`src/rtl/icu_pkg.sv`:
```
// Shared definitions for the 1-bit ICU program sequencer: opcode map,
// sequencer FSM state encoding and a small opcode classification helper.
package icu_pkg;

    // Datapath opcodes 0x0-0xB are issued to the control unit; 0xC-0xF are
    // flow-control opcodes executed inside the sequencer.
    typedef enum logic [3:0] {
        OP_NOOP = 4'h0,
        OP_LD   = 4'h1,
        OP_LDC  = 4'h2,
        OP_AND  = 4'h3,
        OP_ANDC = 4'h4,
        OP_OR   = 4'h5,
        OP_ORC  = 4'h6,
        OP_XNOR = 4'h7,
        OP_STO  = 4'h8,
        OP_STOC = 4'h9,
        OP_IEN  = 4'hA,
        OP_OEN  = 4'hB,
        OP_JMP  = 4'hC,
        OP_JSR  = 4'hD,
        OP_RTN  = 4'hE,
        OP_SKZ  = 4'hF
    } opcode_e;

    typedef enum logic [1:0] {
        ST_FETCH = 2'd0,
        ST_WAIT  = 2'd1,
        ST_EXEC  = 2'd2
    } seq_state_e;

    // True for opcodes that go out to the datapath as an issue strobe.
    function automatic logic is_datapath_op(input opcode_e op);
        return (op <= OP_OEN);
    endfunction

endpackage : icu_pkg

```
`src/rtl/seq_ret_stack.sv`:
```
// Return-address LIFO for JSR/RTN. dout always shows the top entry; it is
// only meaningful while empty is low. Push when full and pop when empty are
// ignored (the sequencer flags those cases itself).
module seq_ret_stack #(
    parameter int DEPTH = 4,
    parameter int WIDTH = 8
) (
    input  logic             clk,
    input  logic             rst,
    input  logic             push,
    input  logic             pop,
    input  logic [WIDTH-1:0] din,
    output logic [WIDTH-1:0] dout,
    output logic             full,
    output logic             empty
);

    localparam int CNT_W = $clog2(DEPTH + 1);
    localparam int IDX_W = (DEPTH > 1) ? $clog2(DEPTH) : 1;

    logic [CNT_W-1:0] cnt_q;
    logic [CNT_W-1:0] cnt_d;
    logic [WIDTH-1:0] mem_q [DEPTH];
    logic [IDX_W-1:0] top_idx;
    logic [IDX_W-1:0] wr_idx;
    logic             do_push;
    logic             do_pop;

    assign full    = (cnt_q == CNT_W'(DEPTH));
    assign empty   = (cnt_q == '0);
    assign do_push = push && !full;
    assign do_pop  = pop && !empty;
    assign top_idx = IDX_W'(cnt_q - CNT_W'(1));
    assign wr_idx  = IDX_W'(cnt_q);
    assign dout    = mem_q[top_idx];

    // Occupancy count next-state.
    always_comb begin
        cnt_d = cnt_q;
        if (do_push) begin
            cnt_d = cnt_q + CNT_W'(1);
        end else if (do_pop) begin
            cnt_d = cnt_q - CNT_W'(1);
        end
    end

    // Occupancy register; reset empties the stack.
    always_ff @(posedge clk or posedge rst) begin
        if (rst) begin
            cnt_q <= '0;
        end else begin
            cnt_q <= cnt_d;
        end
    end

    // Entry storage.
    // NOTE: storage has no reset; emptiness is tracked by cnt_q alone, so the
    // array can map onto plain flops or RAM without reset wiring.
    always_ff @(posedge clk) begin
        if (do_push) begin
            mem_q[wr_idx] <= din;
        end
    end

endmodule : seq_ret_stack

```
`src/rtl/program_sequencer.sv`:
```
// Fetch/sequence controller for the 1-bit ICU datapath. Fetches
// {opcode, operand} words over a req/ack handshake, issues datapath opcodes
// as one-cycle strobes and executes JMP/JSR/RTN/SKZ locally.
// Build option: define RET_STACK_EN to add the STACK_DEPTH-entry return
// stack; without it JSR and RTN act as NOOPs and err stays low.
module program_sequencer
    import icu_pkg::*;
#(
    parameter int ADDR_W      = 8,
    parameter int STACK_DEPTH = 4
) (
    input  logic              clk,
    input  logic              rst,
    input  logic              run,
    output logic              mem_req,
    output logic [ADDR_W-1:0] mem_addr,
    input  logic              mem_ack,
    input  logic [ADDR_W+3:0] mem_rdata,
    input  logic              rr,
    output logic              ins_valid,
    output logic [3:0]        ins_op,
    output logic [ADDR_W-1:0] ins_addr,
    output logic [ADDR_W-1:0] pc_out,
    output logic              err
);

    seq_state_e        state_q, state_d;
    logic [ADDR_W-1:0] pc_q, pc_d;
    opcode_e           ir_op_q, ir_op_d;
    logic [ADDR_W-1:0] ir_operand_q, ir_operand_d;
    logic              skip_q, skip_d;
    logic              ins_valid_q, ins_valid_d;
    logic [3:0]        ins_op_q, ins_op_d;
    logic [ADDR_W-1:0] ins_addr_q, ins_addr_d;
    logic              err_q, err_d;
    logic              req_c;
    logic [ADDR_W-1:0] pc_inc;
    opcode_e           rd_op;

    assign pc_inc = pc_q + ADDR_W'(1);
    assign rd_op  = opcode_e'(mem_rdata[ADDR_W+3:ADDR_W]);

`ifdef RET_STACK_EN
    logic              stk_push;
    logic              stk_pop;
    logic [ADDR_W-1:0] stk_dout;
    logic              stk_full;
    logic              stk_empty;

    seq_ret_stack #(
        .DEPTH (STACK_DEPTH),
        .WIDTH (ADDR_W)
    ) u_ret_stack (
        .clk   (clk),
        .rst   (rst),
        .push  (stk_push),
        .pop   (stk_pop),
        .din   (pc_inc),
        .dout  (stk_dout),
        .full  (stk_full),
        .empty (stk_empty)
    );
`endif

    // Next-state, fetch request and issue decisions.
    // NOTE: every output of this block gets a default first so no path leaves
    // a signal unassigned, which would otherwise infer a latch.
    always_comb begin
        state_d      = state_q;
        pc_d         = pc_q;
        ir_op_d      = ir_op_q;
        ir_operand_d = ir_operand_q;
        skip_d       = skip_q;
        ins_valid_d  = 1'b0;
        ins_op_d     = ins_op_q;
        ins_addr_d   = ins_addr_q;
        err_d        = err_q;
        req_c        = 1'b0;
`ifdef RET_STACK_EN
        stk_push     = 1'b0;
        stk_pop      = 1'b0;
`endif
        case (state_q)
            ST_FETCH: begin
                if (run) begin
                    req_c   = 1'b1;
                    state_d = ST_WAIT;
                end
            end
            ST_WAIT: begin
                req_c = 1'b1;
                if (mem_ack) begin
                    ir_op_d      = rd_op;
                    ir_operand_d = mem_rdata[ADDR_W-1:0];
                    state_d      = ST_EXEC;
                    // The strobe is registered here so it is high exactly
                    // for the EXEC cycle; skip cannot change before then.
                    if (!skip_q && is_datapath_op(rd_op)) begin
                        ins_valid_d = 1'b1;
                        ins_op_d    = rd_op;
                        ins_addr_d  = mem_rdata[ADDR_W-1:0];
                    end
                end
            end
            ST_EXEC: begin
                state_d = ST_FETCH;
                pc_d    = pc_inc;
                if (skip_q) begin
                    skip_d = 1'b0;
                end else begin
                    case (ir_op_q)
                        OP_JMP: pc_d = ir_operand_q;
`ifdef RET_STACK_EN
                        OP_JSR: begin
                            if (stk_full) begin
                                err_d = 1'b1;
                            end else begin
                                stk_push = 1'b1;
                                pc_d     = ir_operand_q;
                            end
                        end
                        OP_RTN: begin
                            if (stk_empty) begin
                                err_d = 1'b1;
                            end else begin
                                stk_pop = 1'b1;
                                pc_d    = stk_dout;
                            end
                        end
`endif
                        OP_SKZ: begin
                            if (!rr) begin
                                skip_d = 1'b1;
                            end
                        end
                        default: ;
                    endcase
                end
            end
            default: state_d = ST_FETCH;
        endcase
    end

    // State and datapath registers with asynchronous reset.
    // NOTE: sequential state uses non-blocking assignments so every register
    // samples pre-edge values regardless of statement order.
    always_ff @(posedge clk or posedge rst) begin
        if (rst) begin
            state_q      <= ST_FETCH;
            pc_q         <= '0;
            ir_op_q      <= OP_NOOP;
            ir_operand_q <= '0;
            skip_q       <= 1'b0;
            ins_valid_q  <= 1'b0;
            ins_op_q     <= '0;
            ins_addr_q   <= '0;
            err_q        <= 1'b0;
        end else begin
            state_q      <= state_d;
            pc_q         <= pc_d;
            ir_op_q      <= ir_op_d;
            ir_operand_q <= ir_operand_d;
            skip_q       <= skip_d;
            ins_valid_q  <= ins_valid_d;
            ins_op_q     <= ins_op_d;
            ins_addr_q   <= ins_addr_d;
            err_q        <= err_d;
        end
    end

    // Request is gated by rst so an in-flight fetch is dropped immediately.
    assign mem_req   = req_c && !rst;
    assign mem_addr  = pc_q;
    assign pc_out    = pc_q;
    assign ins_valid = ins_valid_q;
    assign ins_op    = ins_op_q;
    assign ins_addr  = ins_addr_q;
    assign err       = err_q;

endmodule : program_sequencer

```
`config.mk`:
```
export PLATFORM = sky130hd
export DESIGN_NAME = program_sequencer
export DESIGN_NICKNAME = d
export VERILOG_FILES = /design/src/rtl/icu_pkg.sv /design/src/rtl/seq_ret_stack.sv /design/src/rtl/program_sequencer.sv
export SDC_FILE = /design/constraint.sdc
export NUM_CORES = 1
export LEC_CHECK = 0
export BUFFER_PORTS_ARGS = -buffer_cell sky130_fd_sc_hd__buf_4
export CAP_MARGIN = 20
export CORE_MARGIN = 1.5
export CORE_UTILIZATION = 46
export DETAILED_ROUTE_END_ITERATION = 10
export PLACE_DENSITY_LB_ADDON = 0.12
export SYNTH_ARGS = -nofsm -noshare
export SYNTH_HDL_FRONTEND = slang
export SYNTH_HIERARCHICAL = 1
export SYNTH_SLANG_ARGS = --single-unit
```
`constraint.sdc`:
```
create_clock -name clk -period 1.4 [get_ports clk]
set_input_delay 0.14 -clock clk [delete_from_list [all_inputs] [get_ports clk]]
set_output_delay 0.14 -clock clk [all_outputs]
set_load 0.005 [all_outputs]
```
Yosys cells after proc, flatten, opt, wreduce, memory -nomap -nowiden
Cells that the tools add are included.

storage, ports and cells
  register bits after elaboration = 36
  logic and storage cells = 37

operators by class
  $add $sub $neg = 1
  order comparisons = 1
  eq/ne operators = 6
  mux-type cells = 13
  reductions and logical operators = 8

operator list
  operator                                                         count
  8-bit two-way mux                                                2
  8-bit by 1-bit adder with 8-bit output, second input constant    1
  4-bit == test, second input constant                             2
  1-bit two-way mux                                                7
  4-bit <= comparator, second input constant                       1
  2-bit two-way mux                                                2
  2-bit != test, second input constant                             2
  2-bit one-hot mux with 2 select lines                            1
  2-bit AND reduction                                              2
  3-bit AND reduction                                              1
  2-bit by 1-bit == test with 1-bit output, second input constant  1
  2-bit == test, second input constant                             1
  1-bit logical AND                                                2
  1-bit zero test                                                  2
  2-bit zero test                                                  1
  1-bit one-hot mux with 2 select lines                            1

Longest topological paths before layout
Gate-level depths: netlist (run 1).

  depth in word-level cells = 5
  depth in mapped cells = 5

Worst setup path before layout (run 1)
No wires, ideal clock.

  kind = register to register
  start point = register skip_q
  end point = register pc_q[2] (netlist: mem_addr[2])
  setup time = 0.142 ns
  arrival = 1.339 ns
  slack = -0.081 ns
  stages on the path, launching flop included = 5
  path buffers = 1
  cell sequence = dfrtp_1 or4_4 buf_6 mux2i_1 a22oi_1

on the way
  word-level cells in the longest chain between the ends = 1

RTL lines
  what                      line                      text
  start: declaration        program_sequencer.sv:31   logic skip_q, skip_d;
  start signal: assignment  program_sequencer.sv:163  skip_q <= skip_d;
  8-bit two-way mux         program_sequencer.sv:108  if (skip_q) begin
  end signal: assignment    program_sequencer.sv:160  pc_q <= pc_d;
  end: declaration          program_sequencer.sv:28   logic [ADDR_W-1:0] pc_q, pc_d;

No other way between the ends.
A chain may end at the register's enable or synchronous reset.

Final worst setup path (run 1)
  start point = register ir_op_q[1]
  end point = register pc_q[3] (netlist: mem_addr[3])

on the way
  word-level cells in the longest chain between the ends = 3

RTL lines
  what                      line                      text
  start: declaration        program_sequencer.sv:29   opcode_e ir_op_q, ir_op_d;
  start signal: assignment  program_sequencer.sv:161  ir_op_q <= ir_op_d;
  4-bit == test             program_sequencer.sv:111  case (ir_op_q)
  8-bit two-way mux         program_sequencer.sv:111
  8-bit two-way mux         program_sequencer.sv:108

No other way between the ends.

==> metrics.md, run 1 <==
| Metric | Value |
|---|---|
| Result of the run | finished with violations |
| Failing checks | setup timing |
| Clock buffer depth | 2 |
| EDFF count, synth | 0 |
| Power density cells | 1680 nW/um2 |
| Worst R2R End | mem_addr[3] |
| Synth top area share | 54.4% |
| Critical path fanouts, max | 6 |
| Mapped Area | about 1700 um2 |
| Reg2Reg Depth | 3 |
| Detailed Place HPWL | 2.58 mm |
| Drt drc | 0 |
| Cells after Synth | 163 |
| CTS buffer count | 5 |
| Crit path from | ir_op_q[1] |
| VDD IR-drop max | 1080 uV |
| Synthesized area per cell | 10.2 um2 |
| CP Capture Type | flop |
| CP peak stage delay | roughly 0.61 ns |
| Worst setup margin | -0.0982 ns |
| Final nets | 245 |
| Die Span X | 63.0 um |
| H-tree depth | 2 |
| Root buffer cell | clkbuf_4 |
| Hold Path Origin | mem_rdata[1] |
| Wire per inst | 13.9 um |
| Top Ports | 48 |
| Min Tclk post-route | 1.50 ns |
| DP Area | 2080 um2 |
| Core Box Area | between 3000 and 4000 um2 |
| Setup TNS | -0.347 ns |
| Iter 0 DRT Violations | 48 |
| Routability Congestion | 0.773 |
| Final Max Tran Viols | 0 |
| # diodes | 0 |
| CTS tree | done |
| Synth async-reset ratio | 100% |
| Clock transition at path regs | 0.10 ns |
| Ys flop type | dfrtp_1 |
| Final cycle utilization of the critical path | 107% |
| Largest area contributor in the netlist | dfrtp_1 |
| Reg2reg setup slack | -0.1 ns |
| Port Buf Inserts | 46 |
| Vias in the first global route | 1350 |
| Crit start category | flop |
| Largest net degree at the start of global routing | 37 |
| Final setup violation count | 7 |
| Seq/Total Area, Yosys | 54.4% |
| Synth warn | 6 |
| CP required | 1.63 ns |
| Clk Latency, worst-skew pair | 0.34 ns |
| CP arrival | around 1.7 ns |
| Finished Layout Cells | approximately 270 |
| Vias | 1412 |
| Via density | 5.15 |
| RSZ-0062 raised after global routing | true |
| Clk_skew | 0.00970 ns |
| List of most frequent post-synthesis cells | 46 x nand2_1, 36 x dfrtp_1, 10 x mux2_2, 9 x buf_4, 8 x inv_1 |
| Final Instance Area | 2290 um2 |
| Initial antenna violation count | 0 |
| Synth-to-Final Area Change | 38.5% |
| Syn nets | 181 |
| Critical path type | flop to flop |
| Min-Delay Endpoint | ir_operand_q[1] |
| CP cell instances | or4_4 -> mux2i_1 -> o22a_1 |
| Initial DRT Pass Iterations | 4 |
| Most frequent cell after synthesis | nand2_1 |
| Leak | ~1.2 nW |
| Grt total ovfl | 0 |
| Pwr Total | ~3.9 mW |
| Initial core utilization | about 50% |
| Number of clock sinks | 36 |
| Max-cap violations | 0 |
| Worst hold stages | 3 |
| Clk pwr share | 15.1% |
| Die span in y | 63.0 um |
| Fmax | roughly 0.67 GHz |
| Distinct cell type count after synthesis | 33 |
| WHS | 0.00239 ns |
| Final ANT Viol Nets | 0 |
| #FFs+latches synth | 36 |
| Die Area | 3970 um2 |
| Hold Path Class | input port to flop |
| Share of post-route cells with drive strength above 1 | 43.0% |
| Routed WL | around 3.8 mm |
| Area contributors post-synth | dfrtp_1 54%, nand2_1 10%, mux2_2 6.8%, mux2i_1 4.2%, buf_4 4.1% |
| GRT Total Usage | between 10% and 20% |
| Slowest-stage cell, CP | or4_4 |
| Global-route wire length before repair | 6.10 mm |
| Sw frac | 32.1% |
| Cell Int Power | 2.62 mW |
| Placed cells | 254 |
| Psw | 1.23 mW |
| Cell Rows | 21 |
| Final hold vios | 0 |
| Logic pwr share | approximately 40% |
| Worst r2r src | ir_op_q[1] |
| Sequential share of power | 44.8% |
-- state kept, by name (all words and copies together), names as in the netlist --
| register | cells |
|---|---|
| ins_op | 4 |
| ir_operand_q | 8 |
| skip_q | 1 |
| ins_valid | 1 |
| state_q | 2 |
| ir_op_q | 4 |
| mem_addr | 8 |
| ins_addr | 8 |
-- timing repair --
action / CTS / global route
resized for setup: 1 / 14
hold buffers: 3 / 3
pin swaps: 1 / 4
cloned: 1 / 0
endpoints found under the hold margin: 38 / 3
endpoints found under the setup margin: 6 / 20
setup buffers: 0 / 5
-- worst max-delay path: cells and delay by family (launching register included) --
family	cells	cell delay, ns
muxes	1	0.15
and+or+nand+nor	1	0.61
DFF	1	0.43
AOI/OAI and AO/OA	1	0.21
-- cell families (layout without fill, tap and decap cells) --
group           Yosys count  after routing  share of synthesized area [%]
mux                      17             17                           11.0
compound gates           19             19                           8.09
simple gates             66             67                           17.6
fa+ha+maj                 1              1                          0.756
buf+inv                  23             87                           7.86
flops                    36             36                           54.4
other cells               1              1                          0.227
-- worst max path at each step --
stage | cells after the start | slack, ns | end
floorplan | 5 | -0.05 | mem_addr[4]
global placement | 4 | -0.10 | mem_addr[3]
detailed placement | 4 | -0.13 | mem_addr[3]
CTS | 3 | -0.11 | mem_addr[3]
global route | 3 | -0.12 | mem_addr[3]
finish | 3 | -0.1 | mem_addr[3]
-- through the flow --
step / setup slack, ns / utilization (%)
4_1_cts: -0.106 / 64.2
2_1_floorplan: -0.0538 / -
5_1_grt: -0.115 / 67.6
3_3_place_gp: -0.103 / 61.2
3_5_place_dp: -0.132 / 61.2
6_report: -0.0982 / 67.6
-- cell type report --
type	instances	area (um2)
repair buffers	71	561
well taps	46	57.6
multi-input cells	105	683
inverters	8	30.0
clock buffers	8	58.8
fillers	276	1100
flip-flops and latches	36	902
-- power groups by stage --
stage          combinational [mW]  sequential (mW)  clock [mW]
2_1_floorplan               0.700             1.73           0
3_3_place_gp                 1.41             1.70           0
3_5_place_dp                 1.45             1.74           0
4_1_cts                      1.47             1.73       0.587
5_1_grt                      1.69             1.79       0.643
6_report                     1.54             1.73       0.582
-- metal layers --
layer,up-vias,GRT usage [%],part of all wire [%]
met5,-,0,0
met4,0,7.22,0.63
met3,4,7.39,6.0
met2,47,32.7,51
met1,691,23.3,43
li1,670,-,-
-- cells in the final DEF (no fill, tap or decap), types with 2 or more instances in the layout --
master / n
nor2_1: 2
inv_1: 7
dlygate4sd3_1: 6
a21oi_2: 5
nand3_1: 5
o21ai_0: 3
clkbuf_4: 5
a22oi_1: 2
mux2i_1: 7
or4_4: 2
and3_1: 2
clkbuf_1: 2
dfrtp_1: 35
buf_4: 64
a2bb2oi_1: 2
mux2_2: 10
nand2_1: 45
Note: power is estimated with default switching activity, not from simulation.
==> inputs of run 2 (changes only) <==
- CORE_UTILIZATION: 46 -> 35
- CTS_BUF_LIST: default -> sky130_fd_sc_hd__clkbuf_4
==> run 2 against run 1 <==
Against the previous run:
- clock power down 12%
- cell count up 4.0%
- design area up 1.2%
- clock skew down 0.0019 ns
- the flow still finishes with violations (setup timing)
- global-route usage down 3.6 points
- via count about the same
- register-to-register slack about the same
- first-iteration DRC count up 83%
- critical path type unchanged
- sequential power about the same
- maximum frequency up 0.38%
==> metrics.md, run 2 (synthesized netlist as in run 1, its figures left out) <==
| Metric | Value |
|---|---|
| Worst setup path endpoint | mem_addr[3] (unchanged) |
| Top Ports | 48 (unchanged) |
| Via density | 4.95 (was 5.15) |
| Sequential cell area | 902 um2 (unchanged) |
| Cell Rows | 24 (was 21) |
| Worst R2R End | mem_addr[3] (unchanged) |
| Clock transition at path regs | 0.11 ns (was 0.10 ns) |
| Result of the run | finished with violations (unchanged) |
| Critical path fanouts, max | 6 (unchanged) |
| Most frequent cells in the layout | 65 x buf_4, 44 x nand2_1, 35 x dfrtp_1 (was 64 x buf_4, 45 x nand2_1, 35 x dfrtp_1) |
| CP arrival | 1.73 ns (about the same) |
| Clk_skew | 0.00776 ns (was 0.00970 ns) |
| Pwr Total | 3.77 mW (was 3.85 mW) |
| Final nets | 251 (was 245) |
| Commonest non-fill, non-tap cell in the layout | buf_4 (unchanged) |
| Hold Path Class | input port to flop (unchanged) |
| Share of post-route cells with drive strength above 1 | 41.2% (was 43.0%) |
| Global-route wire length before repair | 6.43 mm (was 6.10 mm) |
| Final setup violation count | 6 (was 7) |
| Core Box Area | 4440 um2 (was 3390 um2) |
| Largest net degree at the start of global routing | 37 (unchanged) |
| Routability Congestion | 0.783 (was 0.773) |
| VDD IR-drop max | 950 uV (was 1080 uV) |
| Root buffer cell | clkbuf_4 (unchanged) |
| Iter 0 DRT Violations | 88 (was 48) |
| Worst r2r src | ir_op_q[2] (was ir_op_q[1]) |
| Reg2reg setup slack | -0.09 ns (was -0.1 ns) |
| Drt drc | 0 (unchanged) |
| Final Util | 52.2% (was 67.6%) |
| Worst setup margin | -0.0925 ns (was -0.0982 ns) |
| CTS tree | done (unchanged) |
| Worst hold stages | 3 (unchanged) |
| Failing checks | setup timing (unchanged) |
| Grt total ovfl | 0 (unchanged) |
| H-tree depth | 2 (unchanged) |
| RSZ-0062 raised after global routing | true (unchanged) |
| Clk Latency, worst-skew pair | 0.33 ns (was 0.34 ns) |
| # diodes | 0 (unchanged) |
| DP Area | 2070 um2 (was 2080 um2) |
| Initial antenna violation count | 0 (unchanged) |
| Fmax | 0.670 GHz (was 0.667 GHz) |
| Final ANT Viol Nets | 0 (unchanged) |
| Final cycle utilization of the critical path | 107% (about the same) |
| Critical path type | flop to flop (unchanged) |
| Pre-CTS setup slack | -0.123 ns (was -0.132 ns) |
| CP Capture Type | flop (unchanged) |
| Initial DRT Pass Iterations | 6 (was 4) |
| Initial core utilization | 37.2% (was 48.8%) |
| Die span in y | 71.8 um (was 63.0 um) |
| Wire per inst | 13.9 um (about the same) |
| Final hold vios | 0 (unchanged) |
| Power density cells | 1620 nW/um2 (was 1680 nW/um2) |
| Final Instance Area | 2320 um2 (was 2290 um2) |
| Port Buf Inserts | 46 (unchanged) |
| Crit start category | flop (unchanged) |
| Routed WL | 3.95 mm (was 3.80 mm) |
| Final Max Tran Viols | 0 (unchanged) |
| Detailed Place HPWL | 2.64 mm (was 2.58 mm) |
| Die Span X | 71.8 um (was 63.0 um) |
| Synth-to-Final Area Change | 40.1% (was 38.5%) |
| Vias | 1411 (was 1412) |
| CTS buffer count | 5 (unchanged) |
| Fillers | 412 (was 276) |
| Leak | 1.20 nW (was 1.18 nW) |
| Vias in the first global route | 1348 (was 1350) |
| Clock buffer depth | 2 (unchanged) |
| Min Tclk post-route | 1.49 ns (was 1.50 ns) |
| Die Area | 5150 um2 (was 3970 um2) |
| Multi-input combinational cell area | 667 um2 (was 683 um2) |
| Reg2Reg Depth | 4 (was 3) |
| CP required | 1.64 ns (was 1.63 ns) |
| Number of clock sinks | 36 (unchanged) |
| Crit path from | ir_op_q[2] (was ir_op_q[1]) |
| Max-cap violations | 0 (unchanged) |
| GRT Total Usage | 16.2% (was 19.7%) |
-- run 2: critical path, cell delays in order, from the launching register on --
cell     delay [ns]
dfrtp_1        0.38
nand2_2        0.08
or4_4          0.60
mux2i_1        0.15
o22a_1         0.19
-- run 2: repair_timing --
item / in CTS / in global routing
endpoints found under the setup margin: 16 / 19
resized for setup: 1 / 15
gates cloned: 1 / 1
hold endpoints to repair: 44 / 1
hold buffers: 9 / 1
pin swaps: 2 / 4
buffers inserted: 2 / 4
-- run 2: stage by stage --
stage / TNS (ns) / hold WS, ns / std cells
floorplan: -0.198 / 0.245 / 163
finish: -0.248 / 0.0159 / 285
CTS: -0.285 / 0.000865 / 279
detailed placement: -0.425 / 0.295 / 260
global placement: -0.253 / 0.283 / 260
global route: -0.710 / 0.00909 / 285
-- run 2: layer usage --
| layer | GRT usage (%) | wire (um) | vias up |
|---|---|---|---|
| met5 | 0 | 0 | - |
| met4 | 6.71 | 68 | 0 |
| met3 | 4.92 | 233 | 9 |
| met2 | 25.4 | 1930 | 48 |
| met1 | 20.8 | 1720 | 675 |
| li1 | - | - | 679 |
-- run 2: how the worst min path moves through the flow --
stage	startpoint	end	slack (ns)
floorplan	mem_rdata[8]	ir_op_q[0]	0.25
global placement	rst	state_q[0]	0.28
detailed placement	rst	state_q[0]	0.29
CTS	mem_rdata[9]	ir_op_q[1]	0.0009
global route	mem_rdata[3]	ir_operand_q[3]	0.009
finish	mem_rdata[9]	ir_op_q[1]	0.02
-- run 2: final cells by class --
cell class,instances,area share [%]
sequential,36,38.9
multi-input combinational,105,28.7
clock inverter,2,0.324
timing repair buffer,77,26.3
inverter,8,1.29
clock buffer,5,1.62
tap,52,2.80
-- run 2: where the power goes --
part	total, mW	switching [mW]	internal [mW]	leakage, nW
Sequential	1.74	0.312	1.43	0.443
Clock	0.514	0.339	0.175	0.0261
Combinational	1.51	0.571	0.941	0.729
Total	3.77	1.22	2.55	1.20
==> inputs of run 3 (changes only) <==
- GPL_ROUTABILITY_DRIVEN: default -> 0
- SETUP_SLACK_MARGIN: default -> 0.5
==> run 3 against run 2 <==
Against the previous run:
- cell count increased by 6.3%
- the run ends with DRC, setup timing left
- flip-flop and latch count unchanged
- worst hold slack improved by 0.031 ns
- via count increased by 5.0%
- worst setup slack improved by 0.0067 ns
- total power increased by 26%
- critical path type unchanged
- combinational power increased by 46%
- critical endpoint unchanged
- routed wire length increased by 7.8%
==> metrics.md, run 3 (synthesized netlist as in run 1, its figures left out) <==
| Metric | Value |
|---|---|
| Wire per inst | 14.1 um (was 13.9 um) |
| Final Max Tran Viols | 0 (unchanged) |
| Crit path from | skip_q (was ir_op_q[2]) |
| Fmax | 0.673 GHz (was 0.670 GHz) |
| CTS buffer count | 5 (unchanged) |
| Port Buf Inserts | 46 (unchanged) |
| Worst r2r src | skip_q (was ir_op_q[2]) |
| Leak | 1.41 nW (was 1.20 nW) |
| VDD IR-drop max | 874 uV (was 950 uV) |
| Hold Path Origin | mem_rdata[11] (was mem_rdata[9]) |
| CTS tree | done (unchanged) |
| Clk_skew | 0.0161 ns (was 0.00776 ns) |
| CP cell instances | or4_4 -> mux2i_1 -> o22a_1 (was nand2_2 -> or4_4 -> mux2i_1 -> o22a_1) |
| Vias in the first global route | 1451 (was 1348) |
| Clock buffer depth | 2 (unchanged) |
| Die span in y | 71.8 um (unchanged) |
| Setup TNS | -0.224 ns (was -0.248 ns) |
| Final nets | 268 (was 251) |
| Slowest-stage cell, CP | or4_4 (unchanged) |
| RSZ-0062 raised after global routing | true (unchanged) |
| Critical path fanouts, max | 6 (unchanged) |
| Largest net degree at the start of global routing | 37 (unchanged) |
| Failing checks | DRC, setup timing (was setup timing) |
| CP required | 1.63 ns (was 1.64 ns) |
| # diodes | 0 (unchanged) |
| CP Capture Type | flop (unchanged) |
| Power density cells | 1670 nW/um2 (was 1620 nW/um2) |
| Sequential share of power | 37.9% (was 46.2%) |
| Cell Int Power | 3.25 mW (was 2.55 mW) |
| Die Span X | 71.8 um (unchanged) |
| Share of post-route cells with drive strength above 1 | 61.4% (was 41.2%) |
| CP peak stage delay | 0.62 ns (was 0.60 ns) |
| Clock transition at path regs | 0.11 ns (about the same) |
| Vias | 1481 (was 1411) |
| Psw | 1.48 mW (was 1.22 mW) |
| Critical path type | flop to flop (unchanged) |
| Min Tclk post-route | 1.49 ns (about the same) |
| GRT Total Usage | 17.1% (was 16.2%) |
| Global-route wire length before repair | 6.77 mm (was 6.43 mm) |
| Via density | 4.89 (was 4.95) |
| Most frequent cells in the layout | 42 x buf_4, 38 x buf_6, 33 x dfrtp_1 (was 65 x buf_4, 44 x nand2_1, 35 x dfrtp_1) |
| Hold Path Class | input port to flop (unchanged) |
| Detailed Place HPWL | 2.50 mm (was 2.64 mm) |
| Final ANT Viol Nets | 0 (unchanged) |
| Sw frac | 31.3% (was 32.4%) |
| CP arrival | 1.72 ns (was 1.73 ns) |
| Initial core utilization | 37.2% (unchanged) |
| Final cycle utilization of the critical path | 106% (was 107%) |
| Multi-input combinational cell area | 852 um2 (was 667 um2) |
| Cell Rows | 24 (unchanged) |
| Clk pwr share | 15.5% (was 13.6%) |
| Clk Latency, worst-skew pair | 0.35 ns (was 0.33 ns) |
| Commonest non-fill, non-tap cell in the layout | buf_4 (unchanged) |
| Routed WL | 4.26 mm (was 3.95 mm) |
| Initial antenna violation count | 0 (unchanged) |
| Max-cap violations | 0 (unchanged) |
| Logic pwr share | 46.5% (was 40.1%) |
| Worst setup margin | -0.0858 ns (was -0.0925 ns) |
| Drt drc | 1 (was 0) |
| Fillers | 364 (was 412) |
| Die Area | 5150 um2 (unchanged) |
| Core Box Area | 4440 um2 (unchanged) |
| Final hold vios | 0 (unchanged) |
| Final setup violation count | 6 (unchanged) |
| Top Ports | 48 (unchanged) |
| H-tree depth | 2 (unchanged) |
| Crit start category | flop (unchanged) |
| Pwr Total | 4.73 mW (was 3.77 mW) |
| Iter 0 DRT Violations | 83 (was 88) |
| Result of the run | finished with violations (unchanged) |
| Root buffer cell | clkbuf_4 (unchanged) |
| Grt total ovfl | 0 (unchanged) |
| Initial DRT Pass Iterations | 9 (was 6) |
| Sequential cell area | 905 um2 (was 902 um2) |
| Synth-to-Final Area Change | 71.2% (was 40.1%) |
| Number of clock sinks | 36 (unchanged) |
-- run 3: cell types whose count changed in the layout (fill, tap and decap cells not counted), moves of 3 or more --
| cell | before | now |
|---|---|---|
| buf_4 | 65 | 42 |
| buf_6 | 2 | 38 |
| inv_1 | 8 | 5 |
| nand2_1 | 44 | 16 |
| nand2_2 | 2 | 22 |
| nand2_4 | 0 | 9 |
-- run 3: area by class of cell --
type                    count  share of cell area (%)
flip-flops and latches     36                    31.9
repair buffers             93                    31.7
multi-input cells         106                    30.1
well taps                  52                    2.30
clock inverters             3                    1.50
clock buffers               5                    1.32
inverters                   8                    1.19
-- run 3: per-stage QoR --
step / utilization, % / area, um2 / instances / hold WS (ns) / worst slack [ns]
6_report: 63.8 / 2830 / 303 / 0.0471 / -0.0858
5_1_grt: 63.8 / 2830 / 303 / 0.0255 / -0.120
4_1_cts: 57.9 / 2570 / 293 / 0.00236 / -0.0877
3_5_place_dp: 46.2 / 2050 / 257 / 0.306 / -0.135
3_3_place_gp: 46.2 / 2050 / 257 / 0.300 / -0.107
2_1_floorplan: - / 1700 / 163 / 0.0934 / -0.0538
-- run 3: worst max-delay path, delay by kind of cell (launching register included) --
family / cells / cell delay [ns]
DFF: 1 / 0.41
and+or+nand+nor: 1 / 0.62
AOI/OAI and AO/OA: 1 / 0.20
muxes: 1 / 0.15
-- run 3: power groups by stage --
stage	Clock [mW]	Sequential [mW]	Combinational, mW
3_5_place_dp	0	1.75	1.39
2_1_floorplan	0	1.73	0.725
6_report	0.735	1.79	2.20
4_1_cts	0.760	1.79	1.91
3_3_place_gp	0	1.73	1.38
5_1_grt	0.810	1.85	2.38
-- run 3: final timing paths --
kind                            slack, ns         endpoint  cells past startpoint
worst max-delay path                -0.09      mem_addr[3]                      3
worst min-delay path                 0.05       ir_op_q[3]                      3
worst max register to register      -0.09      mem_addr[3]                      3
worst min register to register       0.51  ir_operand_q[4]                      2
max in group asynchronous            0.65      mem_addr[0]                      4
min in group asynchronous            0.48  ir_operand_q[7]                      4
-- run 3: repair_timing --
action / in CTS / in global routing
cloned: 3 / 1
setup endpoints to repair: 65 / 95
pin swaps: 22 / 19
setup buffers: 15 / 8
hold buffers: 10 / 1
resized for setup: 58 / 45
endpoints found under the hold margin: 45 / 1
-- run 3: metal layers --
layer	part of all wire, %	wire length (um)	track usage [%]
met1	42	1790	21.4
met2	51	2180	28.5
met3	5.3	224	5.06
met4	1.5	65	5.66
met5	0	0	0
